==> src/rtl/snake_pkg.sv <==
// Shared snake-game constants, coordinate types and placement FSM states.
package snake_pkg;

    localparam int GRID_W = 40;
    localparam int GRID_H = 30;
    localparam int XW     = 6;
    localparam int YW     = 5;
    localparam int LW     = 6;

    typedef logic [XW-1:0] coord_x_t;
    typedef logic [YW-1:0] coord_y_t;
    typedef logic [LW-1:0] idx_t;
    typedef logic [LW:0]   len_t;

    localparam coord_x_t X_LIM = XW'(GRID_W);
    localparam coord_y_t Y_LIM = YW'(GRID_H);

    // x^6+x^5+1 and x^5+x^3+1, both maximal length
    localparam coord_x_t TAPS_X = 6'b110000;
    localparam coord_y_t TAPS_Y = 5'b10100;

    typedef enum logic [2:0] {
        IDLE,
        DRAW,
        SCAN,
        COMMIT,
        FAIL
    } state_t;

endpackage

==> src/rtl/apple_place_ctrl_if.sv <==
// Apple placer bus: request/head inputs, body RAM read port and results.
interface apple_place_ctrl_if;
    import snake_pkg::*;

    logic     place_req;
    coord_x_t head_x;
    coord_y_t head_y;
    len_t     snake_len;
    idx_t     body_rd_addr;
    coord_x_t body_rd_x;
    coord_y_t body_rd_y;
    coord_x_t apple_x;
    coord_y_t apple_y;
    logic     apple_valid;
    logic     busy;
    logic     done;
    logic     eaten;
    logic     fail;

    modport master (
        output place_req, head_x, head_y, snake_len,
        output body_rd_x, body_rd_y,
        input  body_rd_addr,
        input  apple_x, apple_y, apple_valid,
        input  busy, done, eaten, fail
    );

    modport slave (
        input  place_req, head_x, head_y, snake_len,
        input  body_rd_x, body_rd_y,
        output body_rd_addr,
        output apple_x, apple_y, apple_valid,
        output busy, done, eaten, fail
    );

endinterface

==> src/rtl/lfsr_gen.sv <==
// Free-running Fibonacci LFSR; shifts left, feedback enters at bit 0.
module lfsr_gen #(
    parameter int           W    = 6,
    parameter logic [W-1:0] SEED = '1,
    parameter logic [W-1:0] TAPS = '1
) (
    input  logic         clk,
    input  logic         rst_n,
    output logic [W-1:0] o_q
);

    logic [W-1:0] r_q;
    logic         w_fb;

    assign w_fb = ^(r_q & TAPS);

    always_ff @(posedge clk or negedge rst_n) begin
        if (!rst_n) begin
            r_q <= SEED;
        end else begin
            r_q <= {r_q[W-2:0], w_fb};
        end
    end

    assign o_q = r_q;

endmodule

==> src/rtl/apple_place_ctrl.sv <==
// Apple placement: draws LFSR candidates, rejects off-grid cells and
// scans every body segment before committing a free cell as the apple.
module apple_place_ctrl
    import snake_pkg::*;
#(
    parameter logic [7:0] MAX_TRIES = 8'd255,
    parameter coord_x_t   SEED_X    = 6'h2D,
    parameter coord_y_t   SEED_Y    = 5'h13
) (
    input logic               clk,
    input logic               rst_n,
    apple_place_ctrl_if.slave bus
);

    state_t     r_state;
    state_t     w_next;

    coord_x_t   w_lfsr_x;
    coord_y_t   w_lfsr_y;
    coord_x_t   r_cand_x;
    coord_y_t   r_cand_y;
    coord_x_t   r_apple_x;
    coord_y_t   r_apple_y;

    len_t       r_len;
    idx_t       r_idx;
    idx_t       w_addr;
    logic       r_prime;
    logic [7:0] r_tries;
    logic [7:0] w_tries_inc;

    logic       r_valid;
    logic       r_done;
    logic       r_eaten;
    logic       r_fail;

    logic       w_hit_apple;
    logic       w_in_grid;
    logic       w_seg_hit;
    logic       w_last;

    lfsr_gen #(
        .W    (XW),
        .SEED (SEED_X),
        .TAPS (TAPS_X)
    ) u_lfsr_x (
        .clk   (clk),
        .rst_n (rst_n),
        .o_q   (w_lfsr_x)
    );

    lfsr_gen #(
        .W    (YW),
        .SEED (SEED_Y),
        .TAPS (TAPS_Y)
    ) u_lfsr_y (
        .clk   (clk),
        .rst_n (rst_n),
        .o_q   (w_lfsr_y)
    );

    assign w_hit_apple = r_valid
                      && (bus.head_x == r_apple_x)
                      && (bus.head_y == r_apple_y);

    assign w_in_grid = (w_lfsr_x < X_LIM) && (w_lfsr_y < Y_LIM);

    // First SCAN cycle only primes the RAM; its read data is stale
    assign w_seg_hit = !r_prime
                    && (bus.body_rd_x == r_cand_x)
                    && (bus.body_rd_y == r_cand_y);

    assign w_last = r_prime ? (r_len == '0)
                            : ({1'b0, r_idx} == (r_len - 1'b1));

    assign w_tries_inc = r_tries + 8'd1;

    always_ff @(posedge clk or negedge rst_n) begin
        if (!rst_n) begin
            r_state <= IDLE;
        end else begin
            r_state <= w_next;
        end
    end

    always_comb begin
        w_next = r_state;
        w_addr = '0;
        unique case (r_state)
            IDLE: begin
                if (w_hit_apple || bus.place_req) begin
                    w_next = DRAW;
                end
            end
            DRAW: begin
                if (w_in_grid) begin
                    w_next = SCAN;
                end else if (w_tries_inc == MAX_TRIES) begin
                    w_next = FAIL;
                end
            end
            SCAN: begin
                w_addr = r_prime ? '0 : r_idx + 1'b1;
                if (w_seg_hit) begin
                    w_next = (r_tries == MAX_TRIES) ? FAIL : DRAW;
                end else if (w_last) begin
                    w_next = COMMIT;
                end
            end
            COMMIT: w_next = IDLE;
            FAIL:   w_next = IDLE;
            default: w_next = IDLE;
        endcase
    end

    always_ff @(posedge clk or negedge rst_n) begin
        if (!rst_n) begin
            r_cand_x  <= '0;
            r_cand_y  <= '0;
            r_apple_x <= '0;
            r_apple_y <= '0;
            r_len     <= '0;
            r_idx     <= '0;
            r_prime   <= 1'b0;
            r_tries   <= '0;
            r_valid   <= 1'b0;
            r_done    <= 1'b0;
            r_eaten   <= 1'b0;
            r_fail    <= 1'b0;
        end else begin
            r_done  <= 1'b0;
            r_eaten <= 1'b0;
            r_fail  <= 1'b0;
            unique case (r_state)
                IDLE: begin
                    if (w_hit_apple) begin
                        r_eaten <= 1'b1;
                        r_valid <= 1'b0;
                    end
                end
                DRAW: begin
                    r_cand_x <= w_lfsr_x;
                    r_cand_y <= w_lfsr_y;
                    r_tries  <= w_tries_inc;
                    r_len    <= bus.snake_len;
                    r_idx    <= '0;
                    r_prime  <= 1'b1;
                end
                SCAN: begin
                    r_prime <= 1'b0;
                    if (!r_prime) begin
                        r_idx <= r_idx + 1'b1;
                    end
                end
                COMMIT: r_tries <= '0;
                FAIL:   r_tries <= '0;
                default: ;
            endcase
            // Pulses and the new apple appear during the COMMIT/FAIL cycle
            if (w_next == COMMIT) begin
                r_apple_x <= r_cand_x;
                r_apple_y <= r_cand_y;
                r_valid   <= 1'b1;
                r_done    <= 1'b1;
            end
            if (w_next == FAIL) begin
                r_fail <= 1'b1;
            end
        end
    end

    assign bus.body_rd_addr = w_addr;
    assign bus.apple_x      = r_apple_x;
    assign bus.apple_y      = r_apple_y;
    assign bus.apple_valid  = r_valid;
    assign bus.busy         = (r_state != IDLE);
    assign bus.done         = r_done;
    assign bus.eaten        = r_eaten;
    assign bus.fail         = r_fail;

endmodule

==> src/flat_wrapper.sv <==
// flat-port wrapper written by rule: the top's interface ports become plain ports
module apple_place_ctrl_flat import snake_pkg::*;
#(
    parameter logic [7:0] MAX_TRIES = 8'd255,
    parameter coord_x_t   SEED_X    = 6'h2D,
    parameter coord_y_t   SEED_Y    = 5'h13
)
  (clk, rst_n, bus_place_req, bus_head_x, bus_head_y, bus_snake_len, bus_body_rd_x, bus_body_rd_y, bus_body_rd_addr, bus_apple_x, bus_apple_y, bus_apple_valid, bus_busy, bus_done, bus_eaten, bus_fail);
  apple_place_ctrl_if bus_i ();
  input logic clk;
  input logic rst_n;
  input wire logic [$bits(bus_i.place_req)-1:0] bus_place_req;
  input wire logic [$bits(bus_i.head_x)-1:0] bus_head_x;
  input wire logic [$bits(bus_i.head_y)-1:0] bus_head_y;
  input wire logic [$bits(bus_i.snake_len)-1:0] bus_snake_len;
  input wire logic [$bits(bus_i.body_rd_x)-1:0] bus_body_rd_x;
  input wire logic [$bits(bus_i.body_rd_y)-1:0] bus_body_rd_y;
  output wire logic [$bits(bus_i.body_rd_addr)-1:0] bus_body_rd_addr;
  output wire logic [$bits(bus_i.apple_x)-1:0] bus_apple_x;
  output wire logic [$bits(bus_i.apple_y)-1:0] bus_apple_y;
  output wire logic [$bits(bus_i.apple_valid)-1:0] bus_apple_valid;
  output wire logic [$bits(bus_i.busy)-1:0] bus_busy;
  output wire logic [$bits(bus_i.done)-1:0] bus_done;
  output wire logic [$bits(bus_i.eaten)-1:0] bus_eaten;
  output wire logic [$bits(bus_i.fail)-1:0] bus_fail;
  assign bus_i.place_req = bus_place_req;
  assign bus_i.head_x = bus_head_x;
  assign bus_i.head_y = bus_head_y;
  assign bus_i.snake_len = bus_snake_len;
  assign bus_i.body_rd_x = bus_body_rd_x;
  assign bus_i.body_rd_y = bus_body_rd_y;
  assign bus_body_rd_addr = bus_i.body_rd_addr;
  assign bus_apple_x = bus_i.apple_x;
  assign bus_apple_y = bus_i.apple_y;
  assign bus_apple_valid = bus_i.apple_valid;
  assign bus_busy = bus_i.busy;
  assign bus_done = bus_i.done;
  assign bus_eaten = bus_i.eaten;
  assign bus_fail = bus_i.fail;
  apple_place_ctrl #(.MAX_TRIES(MAX_TRIES), .SEED_X(SEED_X), .SEED_Y(SEED_Y)) u_core (.clk(clk), .rst_n(rst_n), .bus(bus_i));
endmodule
==> config.mk <==
export PLATFORM = sky130hd
export DESIGN_NAME = apple_place_ctrl_flat
export DESIGN_NICKNAME = d
export VERILOG_FILES = /design/src/rtl/snake_pkg.sv /design/src/rtl/apple_place_ctrl_if.sv /design/src/rtl/lfsr_gen.sv /design/src/rtl/apple_place_ctrl.sv /design/src/flat_wrapper.sv
export SDC_FILE = /design/constraint.sdc
export NUM_CORES = 1
export LEC_CHECK = 0
export CORE_ASPECT_RATIO = 1.5
export CORE_MARGIN = 8
export CORE_UTILIZATION = 36
export DETAILED_ROUTE_END_ITERATION = 6
export PLACE_DENSITY = 0.6
export SLEW_MARGIN = 0
export SYNTH_ARGS = -nofsm -noshare
export SYNTH_HDL_FRONTEND = slang
export SYNTH_HIERARCHICAL = 1
export SYNTH_SLANG_ARGS = --single-unit
==> constraint.sdc <==
create_clock -name clk -period 2.66 [get_ports clk]
set_input_delay 0.798 -clock clk [delete_from_list [all_inputs] [get_ports clk]]
set_output_delay 0.798 -clock clk [all_outputs]
set_load 0.01 [all_outputs]
# Word level (Yosys, flattened, before mapping)
# Index checks and enable logic that the tools add are counted.
# W data, S select, Z words.
# word_totals
register_bits	62
latchBits	0
ramBits	0
rom_bits	0
in_bits	32
output_inout_bits	22
elab_cells	74
mem_count	0
# classes
addsub	3
n_mul	0
n_div	0
order_cmp	2
eq_ne	14
shifts	0
n_mux	21
bitwise_logic	0
n_reduce_logical	19
# ops
cell	n
$mux W3	6
$mux W6	3
$eq A8 B8 Y1 const B	2
$pmux W8 S2	1
$eq A6 B6 Y1	2
$pmux W6 S2	1
$eq A5 B5 Y1	2
$eq A3 B2 Y1 const B	3
$pmux W3 S3	1
$add A8 B1 Y8 const B	1
$mux W1	8
$reduce_bool A2 Y1	4
$eq A6 B7 Y1	1
$logic_not A7 Y1	1
$sub A7 B1 Y7 const B	1
$add A6 B1 Y6 const B	1
$eq A3 B3 Y1 const B	2
$lt A6 B6 Y1 const B	1
$reduce_xor A6 Y1	1
$logic_and A1 B1 Y1	5
$lt A5 B5 Y1 const B	1
$reduce_xor A5 Y1	1
$reduce_and A2 Y1	2
$eq A3 B1 Y1 const B	1
7 further kinds	7

# Depth between registers and ports, before layout
# logic_depth
ltp_word	9
ltp_mapped	10
depth_no_buf	9

# Cells and area by module
# The synthesis kept the hierarchy.
# modules_own_cells
module	instances	cells_per_inst	area_per_inst_um2	seq_area_each_um2
apple_place_ctrl	1	283	2712.6	1276.2
lfsr_gen at u_core.u_lfsr_x	1	7	163.9	155.1
lfsr_gen at u_core.u_lfsr_y	1	6	137.6	128.9

# Worst setup path before layout
# No wires, ideal clock.
# synth_path
path_type	input port to flip-flop
startpoint	input port bus_body_rd_y[1]
endpoint	register u_core.r_apple_x[0] (netlist: u_core/bus.apple_x[0])
setup_ns	0.125
t_arrival_ns	2.957
required_time_ns	2.535
path_slack_ns	-0.422
cell_stages	8
n_path_buf	1
path_cell_list	xor2_1 > or4_4 > or4_4 > nor2b_1 > a32o_1 > o21ai_4 > buf_12 > mux2_4
# synth_between
elab_chain_len	5
# synth_rtl
element	line_no	source
start, declared	flat_wrapper.sv:17	input wire logic [$bits(bus_i.body_rd_y)-1:0] bus_body_rd_y;
$eq A5 B5 Y1	apple_place_ctrl.sv:71	&& (bus.body_rd_y == r_cand_y);
$logic_and A1 B1 Y1	apple_place_ctrl.sv:71	
$mux W3	apple_place_ctrl.sv:104	if (w_seg_hit) begin
$pmux W3 S3	apple_place_ctrl.sv:89	unique case (r_state)
$eq A3 B2 Y1	apple_place_ctrl.sv:160	if (w_next == COMMIT) begin
end signal, assigned	apple_place_ctrl.sv:161	r_apple_x <= r_cand_x;
end, declared	apple_place_ctrl.sv:22	coord_x_t r_apple_x;
# No other way between the ends.
# A chain may end at the register's enable or synchronous reset.

# Worst setup path after layout
# layout_path
startpoint	input port bus_body_rd_y[1]
endpoint	register u_core.r_apple_y[2] (netlist: u_core/bus.apple_y[2])
# layout_between
elab_chain_len	5
# layout_rtl
element	line_no	source
$eq A5 B5 Y1	apple_place_ctrl.sv:71	
$logic_and A1 B1 Y1	apple_place_ctrl.sv:71	
$mux W3	apple_place_ctrl.sv:104	
$pmux W3 S3	apple_place_ctrl.sv:89	
$eq A3 B2 Y1	apple_place_ctrl.sv:160	
end signal, assigned	apple_place_ctrl.sv:162	r_apple_y <= r_cand_y;
end, declared	apple_place_ctrl.sv:23	coord_y_t r_apple_y;
# No other way between the ends.

==> results.md <==
* DIE WIDTH at 90.7 µm
* Violated checks: setup timing
* Pre-Repair DR Iteration Count at 4
* Combinational group share of total power at 0.347
* Share of synthesized registers carrying an async set or reset at 1.00
* Clock tree buffer depth at 2
* Die area at ~0.012 mm²
* Yosys reg bits at 62
* Synthesized cell area at 0.00301 mm²
* RSZ-0062 raised after global routing: true
* Initial antenna violation count at 0
* Diode count at 0
* Tcrit/Tclk final at 1.13
* Most frequent cells after synthesis: nand2_1, dfrtp_1, xnor2_1
* Worst vdd ir at between 400 and 500 µV
* GRT Overall Usage at 0.139
* Dpl cells at 470
* Hold-fix buffers, CTS at 0
* Final setup fails at 13
* Post-route cell area at between 0.004 and 0.005 mm²
* Largest net degree at the start of global routing at 63
* Number of synthesized flops with an enable pin at 0
* CP max stage delay at about 0.53 ns
* Distinct cells, synth at 36
* CTS tree: built
* CP max FO at 5
* Maxcap violations at 0
* GRT overflow at 0
* Sequential power share at 0.341
* Worst hold endpoint: u_core/u_lfsr_y/o_q[1]
* # IOs at 54
* Most used cell, CP: or4_4
* DPL Wire Length at between 5 and 6 mm
* Clock power share at 0.313
* Cell depth of the worst hold path at 0
* Switching Share at 0.325
* Register area at between 0.0015 and 0.002 mm²
* HP Class: register to register
* Worst-path clk slew at about 0.050 ns
* Routed WL at just under 8 mm
* Final Max Slew Viols at 0
* Number of buffers and inverters on the critical path at 2
* CP delay by family, top: simple AND/OR/NAND/NOR gates
* Clk sinks at between 60 and 70
* Slew at the pin closest to its max-slew limit at around 0.65 ns
* Leakage at about 2.1 nW
* Crit path cell chain: buf_6 -> xor2_1 -> or4_4 -> or4_4 -> nor2b_4 -> a32o_2 -> o21ai_4 -> buf_12 -> mux2_4
* Area Overhead vs Synth at 42.2%
* Port Buffers at between 50 and 60
* Final RePlAce weighted congestion at between 0.8 and 0.9
* Crit path launch type: input port
* Via density at approximately 4.9
* Total core area at between 0.008 and 0.009 mm²
* First-pass GRT wire length at around 13 mm
* Post-synth top area cell: dfrtp_1
* Remaining DRCs at 0
* Fin cells at approximately 500
* Primary FF master, synth: dfrtp_1
* Final worst path period need at around 3.0 ns
* FMAX at around 330 MHz
* Seq/Total Area, Yosys at 0.518
* WS Path Type: input port to register
* Initial Util at 0.365
* Fin util at 0.519
* Arrival time worst endpoint at roughly 3.2 ns
* Latest clock arrival within the worst-skew pair at between 0.3 and 0.4 ns
* Crit Reg-Reg Startpoint: u_core/r_cand_y[1]
* Net Sw Power at 1.13 mW
* Endpoint class of the critical path: register
* Chip Height at between 100 and 150 µm
* Ratio of cells with drive above 1 in the final layout at 0.233
* Post-synth top area share at 0.457
* Fillers at about 770
* Endpoints failing hold at 0
* Syn_area_per_cell at a little over 10 µm²
* Hold slack at roughly 0.37 ns
* Critical Path RT at approximately 2.9 ns
* Worst reg2reg setup slack at -0.18 ns
* PwrDens at between 800 and 900 mW/mm²
* Row cnt at just over 40
* Final Net Count at 422
* Critical R2R Capture: u_core/bus.apple_y[2]
* Worst path slowest cell: or4_4
* 1st-iter DRT viols at roughly 140
* R2R cell count at 8
* Pwr Total at 3.49 mW
* Placed inst area at 0.00382 mm²
* Post-route ant nets at 0
* Final worst slack at -0.333 ns
* Hold path start: u_core/u_lfsr_y/o_q[0]
* Post-synth net total at about 330
* Vias at around 2,400
* H-tree depth at 3
* Leading cell type by number of instances after synthesis: nand2_1
* Yosys warnings at 6
* Clock Skew at between 0.008 and 0.009 ns
* Status: finished, violations left
* Max_slew headroom at 0.552
* Clock Root Buffer: clkbuf_16
* Internal cell power at 2.36 mW
* Top post-synthesis cells by area: dfrtp_1, nand2_1, xnor2_1
* Vias in the first global route at approximately 2,600
* Syn Inst Count at between 200 and 300
* Wire length per cell at about 16 µm
* Multi-input gate area at 0.00146 mm²
* CTS Buf Count at 9
cell type report:
cell class              count  area share
flip-flops and latches     62       0.365
clock inverters             3     0.00409
inverters                   7     0.00613
clock buffers              13      0.0631
repair buffers             86       0.189
well taps                 107      0.0312
multi-input cells         219       0.342
registers in the layout (all words and copies together) (netlist names):
name / count
u_core/r_tries: 8
u_core/bus.eaten: 1
u_core/bus.apple_y: 5
u_core/u_lfsr_y/o_q: 5
u_core/r_cand_y: 5
u_core/bus.done: 1
u_core/r_prime: 1
u_core/r_state: 3
u_core/bus.apple_valid: 1
u_core/u_lfsr_x/o_q: 6
u_core/r_idx: 6
u_core/bus.fail: 1
u_core/bus.apple_x: 6
u_core/r_len: 7
u_core/r_cand_x: 6
worst max path at each step:
stage                                 from               endpoint  slack [ns]  depth (start not counted)
after detailed placement  bus_body_rd_y[1]  u_core/bus.apple_y[2]       -0.88                          9
after floorplan           bus_body_rd_y[1]  u_core/bus.apple_x[0]       -0.34                          8
after global routing      bus_body_rd_y[1]  u_core/bus.apple_y[2]       -0.36                          9
final                     bus_body_rd_y[1]  u_core/bus.apple_y[2]       -0.33                          9
after CTS                 bus_body_rd_y[1]  u_core/bus.apple_y[2]       -0.33                          9
after global placement    bus_body_rd_y[1]  u_core/bus.apple_y[0]       -0.85                          9
repair_timing:
action,CTS,global route
pin swaps,7,1
resized for setup,40,7
buffers inserted,7,3
cloned,1,0
setup endpoints to repair,20,17
power groups by stage:
stage	registers (mW)	logic, mW	clock network (mW)
3_3_place_gp	1.20	1.04	0
4_1_cts	1.18	1.17	1.12
5_1_grt	1.21	1.33	1.16
6_report	1.19	1.21	1.09
3_5_place_dp	1.20	1.06	0
2_1_floorplan	1.18	0.655	0
worst register-to-register path, stage by stage (launching register included):
cell	delay, ns
dfrtp_1	0.38
xor2_1	0.17
or4_4	0.53
or4_4	0.50
nor2b_4	0.14
a32o_2	0.26
o21ai_4	0.26
buf_12	0.17
mux2_4	0.30
cells by family after synthesis:
group / Yosys count / synth area share
xor+xnor: 38 / 0.110
flops: 62 / 0.518
fa+ha+maj: 5 / 0.0208
buf+inv: 15 / 0.0241
compound gates: 38 / 0.0797
mux: 12 / 0.0544
simple gates: 126 / 0.193
routing by layer:
| layer | track usage | share of wire | vias to the layer above |
|---|---|---|---|
| li1 | - | - | 1169 |
| met1 | 0.153 | 0.42 | 1179 |
| met2 | 0.244 | 0.52 | 52 |
| met3 | 0.0234 | 0.033 | 13 |
| met4 | 0.0846 | 0.029 | 0 |
| met5 | 0 | 0 | - |
layout by cell type (no fill, tap or decap), types with 4 or more instances in the layout:
cell type	instances
a21o_1	6
and2_1	5
buf_4	28
clkbuf_16	9
clkdlybuf4s50_1	37
dfrtp_1	53
dfstp_2	7
dlygate4sd2_1	9
ha_1	4
inv_1	6
mux2_4	11
nand2_1	65
nand3_1	5
nand4_1	12
nor2_1	16
nor3_1	6
o21ai_0	21
xnor2_1	20
xnor2_2	5
xor2_1	12
through the flow:
step	setup WS [ns]	setup TNS, ns
after floorplan	-0.337	-3.56
after CTS	-0.326	-3.57
after global routing	-0.359	-4.14
after detailed placement	-0.882	-11.07
final	-0.333	-3.70
after global placement	-0.846	-10.67
Power figures use the tool's default switching activity.
